## config.mk

```make
export PLATFORM = sky130hd
export DESIGN_NAME = acc_sequencer
export DESIGN_NICKNAME = d
export VERILOG_FILES = /design/src/rtl/acc_sequencer.sv
export SDC_FILE = /design/constraint.sdc
export NUM_CORES = 1
export LEC_CHECK = 0
export BUFFER_PORTS_ARGS = -buffer_cell sky130_fd_sc_hd__buf_2
export CAP_MARGIN = 25
export CORE_MARGIN = 2
export CORE_UTILIZATION = 30
export CTS_BUF_LIST = sky130_fd_sc_hd__clkbuf_16
export DETAILED_ROUTE_END_ITERATION = 7
export GPL_TIMING_DRIVEN = 0
export HOLD_SLACK_MARGIN = 0.08
export PLACE_DENSITY = 0.54
export SYNTH_ARGS = -nofsm -noshare
export SYNTH_HDL_FRONTEND = slang
export SYNTH_SLANG_ARGS = --single-unit
```

## constraint.sdc

```tcl
create_clock -name clock -period 1.55 [get_ports clock]
set_input_delay 0 -clock clock [delete_from_list [all_inputs] [get_ports clock]]
set_output_delay 0 -clock clock [all_outputs]
set_load 0.03 [all_outputs]
```

## src/rtl/acc_sequencer.sv

```systemverilog
// Multi-cycle control FSM for the 11-bit accumulator datapath.
// It steps through fetch, decode, memory operand and execute phases, and
// counts every instruction it completes.
module acc_sequencer #(
  parameter int OPCODE_W = 5,
  parameter int CNT_W    = 16
) (
  input  logic                clock,
  input  logic                reset_n,
  input  logic                start,
  input  logic [OPCODE_W-1:0] opcode,
  input  logic                mem_ready,
  input  logic                acc_zero,
  input  logic                acc_neg,
  output logic                mem_rd,
  output logic                mem_wr,
  output logic                addr_sel,
  output logic                ir_wr,
  output logic                pc_inc,
  output logic                pc_load,
  output logic                acc_wr,
  output logic                acc_reset,
  output logic [2:0]          alu_op,
  output logic                opnd_sel,
  output logic                busy,
  output logic                halted,
  output logic                illegal_op,
  output logic [CNT_W-1:0]    retired
);

  typedef enum logic [2:0] {
    IDLE, FETCH, DECODE, MEM_RD, MEM_WR, EXEC, HALT
  } state_t;

  localparam logic [OPCODE_W-1:0] OP_NOP  = OPCODE_W'(0);
  localparam logic [OPCODE_W-1:0] OP_LD   = OPCODE_W'(1);
  localparam logic [OPCODE_W-1:0] OP_ST   = OPCODE_W'(2);
  localparam logic [OPCODE_W-1:0] OP_ADD  = OPCODE_W'(3);
  localparam logic [OPCODE_W-1:0] OP_SUB  = OPCODE_W'(4);
  localparam logic [OPCODE_W-1:0] OP_AND  = OPCODE_W'(5);
  localparam logic [OPCODE_W-1:0] OP_OR   = OPCODE_W'(6);
  localparam logic [OPCODE_W-1:0] OP_XOR  = OPCODE_W'(7);
  localparam logic [OPCODE_W-1:0] OP_NOT  = OPCODE_W'(8);
  localparam logic [OPCODE_W-1:0] OP_CLR  = OPCODE_W'(9);
  localparam logic [OPCODE_W-1:0] OP_JMP  = OPCODE_W'(10);
  localparam logic [OPCODE_W-1:0] OP_JZ   = OPCODE_W'(11);
  localparam logic [OPCODE_W-1:0] OP_JN   = OPCODE_W'(12);
  localparam logic [OPCODE_W-1:0] OP_LDI  = OPCODE_W'(13);
  localparam logic [OPCODE_W-1:0] OP_ADDI = OPCODE_W'(14);
  localparam logic [OPCODE_W-1:0] OP_HLT  = OPCODE_W'(15);

  localparam logic [2:0] ALU_PASS_B = 3'd0;
  localparam logic [2:0] ALU_ADD    = 3'd1;
  localparam logic [2:0] ALU_SUB    = 3'd2;
  localparam logic [2:0] ALU_AND    = 3'd3;
  localparam logic [2:0] ALU_OR     = 3'd4;
  localparam logic [2:0] ALU_XOR    = 3'd5;
  localparam logic [2:0] ALU_NOT_A  = 3'd6;

  state_t              state, state_next;
  logic [OPCODE_W-1:0] op_q;
  logic                retire;

  // State register, latched opcode and retired-instruction counter.
  always_ff @(posedge clock or negedge reset_n) begin
    if (!reset_n) begin
      state   <= IDLE;
      op_q    <= '0;
      retired <= '0;
    end else begin
      state <= state_next;
      if (state == DECODE)
        op_q <= opcode;
      if (retire)
        retired <= retired + CNT_W'(1);
    end
  end

  // Next-state, retire and control strobes, decoded from state and op_q.
  always_comb begin
    state_next = state;
    retire     = 1'b0;
    mem_rd     = 1'b0;
    mem_wr     = 1'b0;
    addr_sel   = 1'b0;
    ir_wr      = 1'b0;
    pc_inc     = 1'b0;
    pc_load    = 1'b0;
    acc_wr     = 1'b0;
    acc_reset  = 1'b0;
    alu_op     = ALU_PASS_B;
    opnd_sel   = 1'b0;
    busy       = 1'b0;
    halted     = 1'b0;
    illegal_op = 1'b0;
    case (state)
      IDLE: begin
        if (start)
          state_next = FETCH;
      end
      FETCH: begin
        busy   = 1'b1;
        mem_rd = 1'b1;
        if (mem_ready) begin
          ir_wr      = 1'b1;
          pc_inc     = 1'b1;
          state_next = DECODE;
        end
      end
      DECODE: begin
        busy = 1'b1;
        case (opcode)
          OP_NOP: begin
            retire     = 1'b1;
            state_next = FETCH;
          end
          OP_HLT: begin
            retire     = 1'b1;
            state_next = HALT;
          end
          OP_LD, OP_ADD, OP_SUB, OP_AND, OP_OR, OP_XOR:
            state_next = MEM_RD;
          OP_ST:
            state_next = MEM_WR;
          OP_NOT, OP_CLR, OP_JMP, OP_JZ, OP_JN, OP_LDI, OP_ADDI:
            state_next = EXEC;
          default: begin
            illegal_op = 1'b1;
            retire     = 1'b1;
            state_next = FETCH;
          end
        endcase
      end
      MEM_RD: begin
        busy     = 1'b1;
        mem_rd   = 1'b1;
        addr_sel = 1'b1;
        if (mem_ready)
          state_next = EXEC;
      end
      MEM_WR: begin
        busy     = 1'b1;
        mem_wr   = 1'b1;
        addr_sel = 1'b1;
        if (mem_ready) begin
          retire     = 1'b1;
          state_next = FETCH;
        end
      end
      EXEC: begin
        busy       = 1'b1;
        retire     = 1'b1;
        state_next = FETCH;
        case (op_q)
          OP_LD:   begin acc_wr = 1'b1; alu_op = ALU_PASS_B; end
          OP_ADD:  begin acc_wr = 1'b1; alu_op = ALU_ADD;    end
          OP_SUB:  begin acc_wr = 1'b1; alu_op = ALU_SUB;    end
          OP_AND:  begin acc_wr = 1'b1; alu_op = ALU_AND;    end
          OP_OR:   begin acc_wr = 1'b1; alu_op = ALU_OR;     end
          OP_XOR:  begin acc_wr = 1'b1; alu_op = ALU_XOR;    end
          OP_NOT:  begin acc_wr = 1'b1; alu_op = ALU_NOT_A;  end
          OP_CLR:  acc_reset = 1'b1;
          OP_LDI:  begin acc_wr = 1'b1; alu_op = ALU_PASS_B; opnd_sel = 1'b1; end
          OP_ADDI: begin acc_wr = 1'b1; alu_op = ALU_ADD;    opnd_sel = 1'b1; end
          OP_JMP:  pc_load = 1'b1;
          OP_JZ:   pc_load = acc_zero;
          OP_JN:   pc_load = acc_neg;
          default: ;
        endcase
      end
      HALT: begin
        halted = 1'b1;
        if (start)
          state_next = FETCH;
      end
      default: state_next = IDLE;
    endcase
  end

endmodule

```

==> results of run 1 <==
## Yosys cell counts (2+ instances only)
| cell type | count | area share [%] |
|---|---|---|
| nand2_1 | 11 | 2.7 |
| buf_4 | 3 | 1.5 |
| inv_1 | 8 | 2.0 |
| nor3_1 | 6 | 2.0 |
| clkbuf_1 | 3 | 0.74 |
| buf_2 | 2 | 0.66 |
| nand4_1 | 2 | 0.82 |
| o2111ai_1 | 4 | 2.3 |
| o21ai_0 | 7 | 2.3 |
| nor2_1 | 14 | 3.5 |
| mux2_2 | 4 | 3.0 |
| nor4_1 | 2 | 0.82 |
| a21oi_1 | 7 | 2.3 |
| xnor2_1 | 15 | 8.6 |
| xor2_1 | 2 | 1.2 |
| nand3_1 | 5 | 1.6 |
| a211oi_1 | 2 | 0.99 |
| o22ai_1 | 4 | 1.6 |
| and3_1 | 5 | 2.1 |
| nor2b_1 | 3 | 1.2 |
| o211ai_1 | 7 | 3.5 |
| dfrtp_1 | 24 | 39 |
## repair_timing
item,in CTS,in global routing
endpoints found under the hold margin,30,0
cloned,1,1
hold buffers,7,0
setup endpoints to repair,25,24
gates resized for setup,27,32
buffers inserted,6,12
pin swaps,5,16
## sequential cells by signal, summed over array words and instances, names as in the netlist
name / count
op_q: 5
retired: 16
state: 3
## per-layer routing
layer	vias up	wire length (um)
met5	-	0
met2	34	2000
met1	704	1950
met4	0	53
met3	5	119
li1	711	-
## through the flow
step	std cells	util (%)	area, um2	setup slack [ns]	total power (W)
after floorplan	161	-	1550	-0.180	0.00224
after global placement	269	38.1	1840	-0.281	0.00262
final	295	49.5	2380	-0.321	0.00373
after CTS	286	44.8	2160	-0.415	0.00342
after global routing	295	49.5	2380	-0.372	0.00396
after detailed placement	269	38.1	1840	-0.281	0.00262
## power breakdown
group	internal, W	switching, W
clock network	0.000342	0.000219
logic	0.000929	0.00122
registers	0.000795	0.000226
total	0.00207	0.00166
## critical path, stage by stage (launching register included)
cell and delay [ns]:
dfrtp_1 0.39, nand2b_4 0.15, or3b_4 0.38, or2_4 0.27
nor4b_4 0.26, buf_6 0.16
## worst min path at each step
stage               startpoint                       to  slack [ns]
floorplan              reset_n      op_q[0]$_DFFE_PN0P_       -0.30
global placement       reset_n  retired[13]$_DFFE_PN0P_        0.03
detailed placement     reset_n  retired[13]$_DFFE_PN0P_        0.03
CTS                  opcode[2]      op_q[2]$_DFFE_PN0P_        0.09
global route         opcode[2]      op_q[2]$_DFFE_PN0P_         0.1
finish               opcode[2]      op_q[2]$_DFFE_PN0P_        0.09
## final cells by class
class / instances / area share (%)
repair buffers: 66 / 22.7
plain buffers: 8 / 2.99
inverters: 8 / 1.26
multi-input cells: 119 / 41.2
flip-flops and latches: 24 / 25.2
well taps: 67 / 3.52
clock buffers: 3 / 3.15
## kinds of logic after synthesis
| family | Yosys count | share of synthesized area [%] |
|---|---|---|
| fa+ha+maj | 1 | 0.822 |
| buf+inv | 18 | 6.58 |
| mux | 5 | 3.62 |
| xor+xnor | 17 | 9.79 |
| compound gates | 37 | 17.8 |
| simple gates | 59 | 22.0 |
| flops | 24 | 39.5 |
==> metrics.cfg, run 1 <==
[worst_setup_path]
cp.arrival_ns = 1.87
r2r_cells = 7
startpoint = state[1]$_DFFE_PN0P_
critical_path.endpoint = acc_reset
r2r_start = state[2]$_DFFE_PN0P_
path_max_fanout = 2
crit_type = flop to primary output
cp-end-kind = primary output
startpoint_type = flop
r2r-end = retired[7]$_DFFE_PN0P_
r2r_slack_ns = -0.10
required_ns = 1.55

[clocking]
cts_buffer_depth = 2
clkSlewWorstSetupHoldPaths_ns = 0.06
clock_sinks = 24
numCtsBuffers = 3
insertion_delay_ns = 0.26
cts.htree.levels = 1
cts_tree = yes
clockRootBuffer = clkbuf_16

[pwr]
powerDensity_nw_per_um2 = 1560
leakagePower_nw = 1.04
ir_drop_uv = 1100

[floorplan]
initial_core_util_pct = 31.6
fp.dieArea_um2 = 5660
core_area_um2 = 4820
die_height_um = 75.2
fp.dieW_um = 75.2
num_io_pins = 42
rows = 25

[route]
routed_via_density = 4.93
dr.pass1.iters = 4
routed_wl_mm = 4.12
wl_per_cell_um = 14.0
ant_nets = 0
drcViolationCount = 0
vias = 1454
drt_iter0_drc = 49

[synth]
ys_async_sr_fraction_pct = 100
ys_types = 43
syn-cell-area_um2 = 1520
synth_area_per_cell_um2 = 9.45
syn_inst = 161
ys_warn_count = 0
ys_seq_elements = 24
synth_nets = 173
synth_edf_count = 0
ys_seq_area_share_pct = 39.5
synthFlopType = dfrtp_1

[final_layout]
fill_cells = 477
final_cell_mix = 34 x buf_2, 24 x dfrtp_1, 17 x buf_6
antenna_cells = 0
multi_input_comb_area_um2 = 983
area_growth_pct = 56.7
seqCellArea_um2 = 601
layout-drive-gt1-share_pct = 43.4
final_common_cell = buf_2
nets = 242

[sta]
fin_crit_ns = 1.87
worst_slew_pin_slew_ns = 0.548
setup_violations = 19
hold_viol = 0
maxSlewViolCount = 0
finalWorstSetupSlack_ns = -0.321
finalCritPeriodShare_pct = 121
relSlewSlack_pct = 63.5
holdWs_ns = 0.0871
tns_ns = -2.26
rsz0062_at_grt = true
fin_skew_ns = 0.00217
max_freq_mhz = 534

[place]
numPortBuffers = 41
gp_congestion = 0.854
dp_hpwl_mm = 2.54

[hold_path]
hold_depth = 2
worstHoldPathType = input port to flop

[global_route]
grt_pass1_wl_mm = 6.27
grt_usage_pct = 14.5
gr-total-overflow = 0
grt_pass1_vias = 1336
busiest_layer = met2
antenna_found_initial = 0
grt_max_degree = 25
grt_use_met1_pct = 19.7
met2_usage_pct = 24.1
use_met3_pct = 1.20

[status]
failed_checks = negative setup slack
status = complete, but fails checks

[job]
maxCapViolations = 0

Note: power is estimated with default switching activity, not from simulation.
==> run 2: changes to the inputs <==
--- a/config.mk
+++ b/config.mk
@@ -5,6 +5,7 @@
 export SDC_FILE = /design/constraint.sdc
 export NUM_CORES = 1
 export LEC_CHECK = 0
+export ABC_AREA = 1
 export BUFFER_PORTS_ARGS = -buffer_cell sky130_fd_sc_hd__buf_2
 export CAP_MARGIN = 25
 export CORE_MARGIN = 2
@@ -13,7 +14,7 @@
 export DETAILED_ROUTE_END_ITERATION = 7
 export GPL_TIMING_DRIVEN = 0
 export HOLD_SLACK_MARGIN = 0.08
-export PLACE_DENSITY = 0.54
+export PLACE_DENSITY = 0.53
 export SYNTH_ARGS = -nofsm -noshare
 export SYNTH_HDL_FRONTEND = slang
 export SYNTH_SLANG_ARGS = --single-unit
==> run 2 against run 1 <==
  * The flow now finishes without violations
  * Critical path type is now flop to flop
  * Final cell count grew 33%
  * Critical endpoint is now retired[5]$_DFFE_PN0P_
  * Sequential power down 7%
  * Highest routed layer unchanged
  * Routed wire length up 10%
  * Critical path depth increased by 2
==> metrics.cfg, run 2 <==
[final_layout]
fill_cells = 589
antenna_cells = 0
largest_reg_flops = 16
max_flop_register = retired
seqCellArea_um2 = 607
final_common_cell = nand2_1
layout-drive-gt1-share_pct = 24.9
nets = 335
multi_input_comb_area_um2 = 992
final_cell_mix = 104 x nand2_1, 41 x buf_2, 29 x nand3_1
final_util_pct = 41.7
top_regs = retired x16, op_q x5, state x3
area_growth_pct = 34.3

[hold_path]
hold_path.startpoint = start
worstHoldPathType = input port to flop
holdPathEnd = state[2]$_DFFE_PN0P_
hold_depth = 6

[floorplan]
die_height_um = 79.2
rows = 27
fp.dieArea_um2 = 6280
initial_core_util_pct = 31.0
fp.dieW_um = 79.2
core_area_um2 = 5470
num_io_pins = 42

[worst_setup_path]
startpoint_type = flop
cp-end-kind = flop
r2r_slack_ns = 0.07
r2r_start = state[2]$_DFFE_PN0P_
r2r_cells = 7
cp.arrival_ns = 1.67
r2r-end = retired[5]$_DFFE_PN0P_
path_max_fanout = 8
crit_type = flop to flop
required_ns = 1.74

[synth]
syn-cell-area_um2 = 1700
synth_area_leaders = dfrtp_1 35%, nand2_1 23%, nand3_1 9.1%
synth_top_family_by_area = simple AND/OR/NAND/NOR gates
synth_mux_area_share_pct = 0
ys_seq_area_share_pct = 35.4
synth_compound_area_share_pct = 5.97
synth_area_per_cell_um2 = 6.43
ys_warn_count = 0
synth_edf_count = 0
synth_xor_xnor_area_share_pct = 3.61
synth_nets = 276
yosys.area.top_type_share_pct = 35.4
syn_inst = 264
yosysMostFrequentCell = nand2_1
synthFlopType = dfrtp_1
ys_seq_elements = 24
synthAdderAreaFrac_pct = 0.737
yosys.area.top_type = dfrtp_1
ys_async_sr_fraction_pct = 100
synthSimpleGateAreaFrac_pct = 45.3
synth_top_cells_by_count = 105 x nand2_1, 32 x nor2_1, 31 x nand3_1
ys_types = 24

[pwr]
switching_share_pct = 46.3
p_clk_share_pct = 17.3
p_total_w = 0.00324
leakagePower_nw = 1.21
internal-power_w = 0.00174
powerDensity_nw_per_um2 = 1420
pwr-share-seq_pct = 29.1
p_switching_w = 0.00150
combPwrFrac_pct = 53.6
ir_drop_uv = 569

[global_route]
grt_pass1_wl_mm = 7.52
grt_max_degree = 25
grt_usage_pct = 14.9
gr-total-overflow = 0
antenna_found_initial = 0
grt_pass1_vias = 1665

[route]
wl_per_cell_um = 11.6
drt_iter0_drc = 95
ant_nets = 0
vias = 1824
dr.pass1.iters = 4
routed_via_density = 4.64
drcViolationCount = 0
routed_wl_mm = 4.54

[clocking]
clkSlewWorstSetupHoldPaths_ns = 0.06
insertion_delay_ns = 0.26
clock_sinks = 24
cts_buffer_depth = 2
cts_tree = yes
cts.htree.levels = 1
numCtsBuffers = 3
clockRootBuffer = clkbuf_16

[sta]
fin_crit_ns = 1.48
hold_viol = 0
fin_skew_ns = 0.00453
worst_slew_pin_slew_ns = 0.569
max_freq_mhz = 676
relSlewSlack_pct = 62.1
setup_violations = 0
finalCritPeriodShare_pct = 95.4
rsz0062_at_grt = true
maxSlewViolCount = 0

[job]
maxCapViolations = 0

[place]
gp_congestion = 0.836
numPortBuffers = 41
dp_hpwl_mm = 3.23

[status]
status = completed

run 2: cell types whose count changed in the layout (fill, tap and decap cells not counted), sizes merged, moves of 11 or more:
cell   previous run  this run
nand2            11       106
nand3             5        31
inv               8        29
nor2             14        32
xnor2            15         2
buf              65        54
run 2: power by group through the flow:
| stage | Clock [W] | Combinational, W | Sequential (W) |
|---|---|---|---|
| final | 0.000562 | 0.00174 | 0.000945 |
| after global placement | 0 | 0.00148 | 0.000930 |
| after global routing | 0.000612 | 0.00193 | 0.000974 |
| after CTS | 0.000579 | 0.00153 | 0.000921 |
| after floorplan | 0 | 0.00105 | 0.000986 |
| after detailed placement | 0 | 0.00150 | 0.000933 |
run 2: layout make-up:
cell class | count | share of cell area (%)
Inverter | 29 | 4.99
Timing Repair Buffer | 54 | 14.9
Multi-Input combinational cell | 204 | 43.5
Buffer | 7 | 2.74
Clock buffer | 3 | 3.29
Tap cell | 72 | 3.95
Sequential cell | 24 | 26.6
run 2: layer usage:
layer	GRT usage [%]	up-vias	part of all wire, %
met4	4.83	0	1.3
met1	19.8	829	49
met5	0	-	0
met2	25.0	36	45
met3	1.82	4	3.9
li1	-	955	-
run 2: cells by family after synthesis:
family	after synthesis
flip-flops	24
XOR/XNOR	7
adder cells (fa/ha/maj)	1
buffers and inverters	36
AO/OA/AOI/OAI	17
AND/OR/NAND/NOR	179
run 2: worst max path at each step:
| stage | startpoint | to | cells past startpoint |
|---|---|---|---|
| after floorplan | state[2]$_DFFE_PN0P_ | op_q[4]$_DFFE_PN0P_ | 5 |
| after global placement | state[2]$_DFFE_PN0P_ | retired[15]$_DFFE_PN0P_ | 6 |
| after detailed placement | state[2]$_DFFE_PN0P_ | retired[15]$_DFFE_PN0P_ | 6 |
| after CTS | state[1]$_DFFE_PN0P_ | acc_reset | 4 |
| after global routing | state[1]$_DFFE_PN0P_ | retired[4]$_DFFE_PN0P_ | 7 |
| final | state[2]$_DFFE_PN0P_ | retired[5]$_DFFE_PN0P_ | 7 |
run 2: per-stage QoR:
step	setup slack, ns	hold slack [ns]	cells	area [um2]	setup TNS [ns]
global placement	0.0132	0.0294	377	2000	0
global route	-0.0277	0.145	393	2280	-0.175
floorplan	0.00780	-0.296	264	1700	0
detailed placement	0.00187	0.0321	377	2000	0
CTS	-0.0152	0.124	386	2140	-0.0152
finish	0.0716	0.137	393	2280	0
run 2: critical path, stage by stage (launching register included):
cell	delay (ns)
dfrtp_1	0.37
buf_6	0.13
nor3_4	0.26
nand4_4	0.22
nand2_4	0.18
clkbuf_16	0.15
nand2_1	0.04
nand2_1	0.05
run 2: timing repair:
action | CTS | global route
cloned | 0 | 1
hold endpoints to repair | 29 | 0
endpoints found under the setup margin | 13 | 21
pin swaps | 1 | 3
buffers inserted | 0 | 6
hold buffers | 6 | 0
gates resized for setup | 4 | 29
==> run 3: changes to the inputs <==
--- a/config.mk
+++ b/config.mk
@@ -9,12 +9,12 @@
 export BUFFER_PORTS_ARGS = -buffer_cell sky130_fd_sc_hd__buf_2
 export CAP_MARGIN = 25
 export CORE_MARGIN = 2
-export CORE_UTILIZATION = 30
+export CORE_UTILIZATION = 40
 export CTS_BUF_LIST = sky130_fd_sc_hd__clkbuf_16
 export DETAILED_ROUTE_END_ITERATION = 7
 export GPL_TIMING_DRIVEN = 0
 export HOLD_SLACK_MARGIN = 0.08
-export PLACE_DENSITY = 0.53
+export PLACE_DENSITY_LB_ADDON = 0.05
 export SYNTH_ARGS = -nofsm -noshare
 export SYNTH_HDL_FRONTEND = slang
 export SYNTH_SLANG_ARGS = --single-unit
==> run 3 against run 2 <==
  * Combinational power is 6% lower
  * Cell area is 3.3% lower
  * Die area is 24% lower
  * First-iteration DRC count is 15% lower
  * Global-route usage is 4.1 points higher
  * Largest cell class unchanged
==> metrics.cfg, run 3 (synthesis results as in run 2) <==
[status]
status = completed

[sta]
relSlewSlack_pct = 63.3
hold_viol = 0
worst_slew_pin_slew_ns = 0.550
holdWs_ns = 0.120
tns_ns = 0
setup_violations = 0
fin_crit_ns = 1.47
max_freq_mhz = 682
fin_skew_ns = 0.00485
maxSlewViolCount = 0
rsz0062_at_grt = true
finalCritPeriodShare_pct = 94.6

[floorplan]
initial_core_util_pct = 42.1
fp.dieW_um = 69.2
rows = 23
die_height_um = 69.2
core_area_um2 = 4030
num_io_pins = 42
fp.dieArea_um2 = 4780

[worst_setup_path]
cp-end-kind = primary output
cp.arrival_ns = 1.47
startpoint_type = flop
required_ns = 1.55
path_max_fanout = 9
crit_type = flop to primary output

[route]
drt_iter0_drc = 81
ant_nets = 0
vias = 1807
wl_per_cell_um = 11.8
routed_via_density = 4.94
drcViolationCount = 0
dr.pass1.iters = 4
routed_wl_mm = 4.32

[global_route]
antenna_found_initial = 0
grt_usage_pct = 18.9
gr-total-overflow = 0
grt_pass1_wl_mm = 7.56
grt_pass1_vias = 1634
grt_max_degree = 25

[clocking]
insertion_delay_ns = 0.26
cts_tree = yes
numCtsBuffers = 3
cts_buffer_depth = 2
clock_sinks = 24
clockRootBuffer = clkbuf_16
cts.htree.levels = 1
clkSlewWorstSetupHoldPaths_ns = 0.06

[final_layout]
nets = 329
finalInstanceArea_um2 = 2200
layout-drive-gt1-share_pct = 23.7
final_common_cell = nand2_1
antenna_cells = 0
final_util_pct = 54.7
area_growth_pct = 29.8
max_flop_register = retired
fill_cells = 423
top_regs = retired x16, op_q x5, state x3
largest_reg_flops = 16
final_cell_mix = 105 x nand2_1, 38 x buf_2, 28 x nand3_1

[job]
maxCapViolations = 0

[place]
gp_congestion = 0.807
numPortBuffers = 41
dp_hpwl_mm = 3.07
place_area_um2 = 1970

[pwr]
leakagePower_nw = 1.18
ir_drop_uv = 741
powerDensity_nw_per_um2 = 1430

[hold_path]
worstHoldPathType = input port to flop

-- run 3: final timing paths --
check                                                to  slack [ns]               startpoint  depth (start not counted)
worst max-delay path                         illegal_op        0.08     state[0]$_DFFE_PN0P_                          5
worst min-delay path               state[1]$_DFFE_PN0P_        0.12                    start                          6
worst max register to register   retired[9]$_DFFE_PN0P_        0.12     state[0]$_DFFE_PN0P_                          6
min in group asynchronous        retired[8]$_DFFE_PN0P_        0.26                  reset_n                          2
worst min register to register  retired[15]$_DFFE_PN0P_        0.57  retired[15]$_DFFE_PN0P_                          2
max in group asynchronous          state[1]$_DFFE_PN0P_        0.89                  reset_n                          2
-- run 3: cell type report --
class,count,area (um2),share of cell area (%)
Buffer,6,43.8,1.99
Clock buffer,3,75.1,3.41
Clock inverter,1,3.75,0.170
Inverter,29,111,5.05
Multi-Input combinational cell,204,1010,45.9
Sequential cell,24,603,27.4
Tap cell,50,62.6,2.84
Timing Repair Buffer,49,293,13.3
-- run 3: stage by stage --
stage                     total power [W]  setup slack [ns]  cells
after floorplan                   0.00204           0.00780    264
after global placement            0.00241            0.0200    355
after detailed placement          0.00241           0.00197    355
after CTS                         0.00303          -0.00125    366
after global routing              0.00343           -0.0226    366
final                             0.00316            0.0842    366
-- run 3: what timing repair did --
item / CTS / global route
endpoints found under the setup margin: 12 / 25
gates resized for setup: 3 / 33
buffers inserted: 1 / 1
hold buffers: 6 / 0
endpoints found under the hold margin: 29 / 0
pin swaps: 0 / 2
-- run 3: where the power goes --
group	total, W	switching (W)	internal, W	leakage [nW]
combinational	0.00163	0.00110	0.000536	0.828
sequential	0.000951	0.000176	0.000776	0.316
clock	0.000571	0.000226	0.000345	0.0385
total	0.00316	0.00150	0.00166	1.18
-- run 3: layer usage --
metal	track usage [%]	up-vias	wire length (um)
li1	-	941	-
met2	29.7	33	1980
met3	2.49	5	150
met5	0	-	0
met4	5.23	0	55
met1	27.4	828	2130
-- run 3: worst max-delay path, cell delays in order, from the launching register on --
cell and delay [ns]:
dfrtp_1 0.36, buf_4 0.19, nor3_4 0.26, inv_2 0.09, nor2_1 0.14, buf_4 0.18
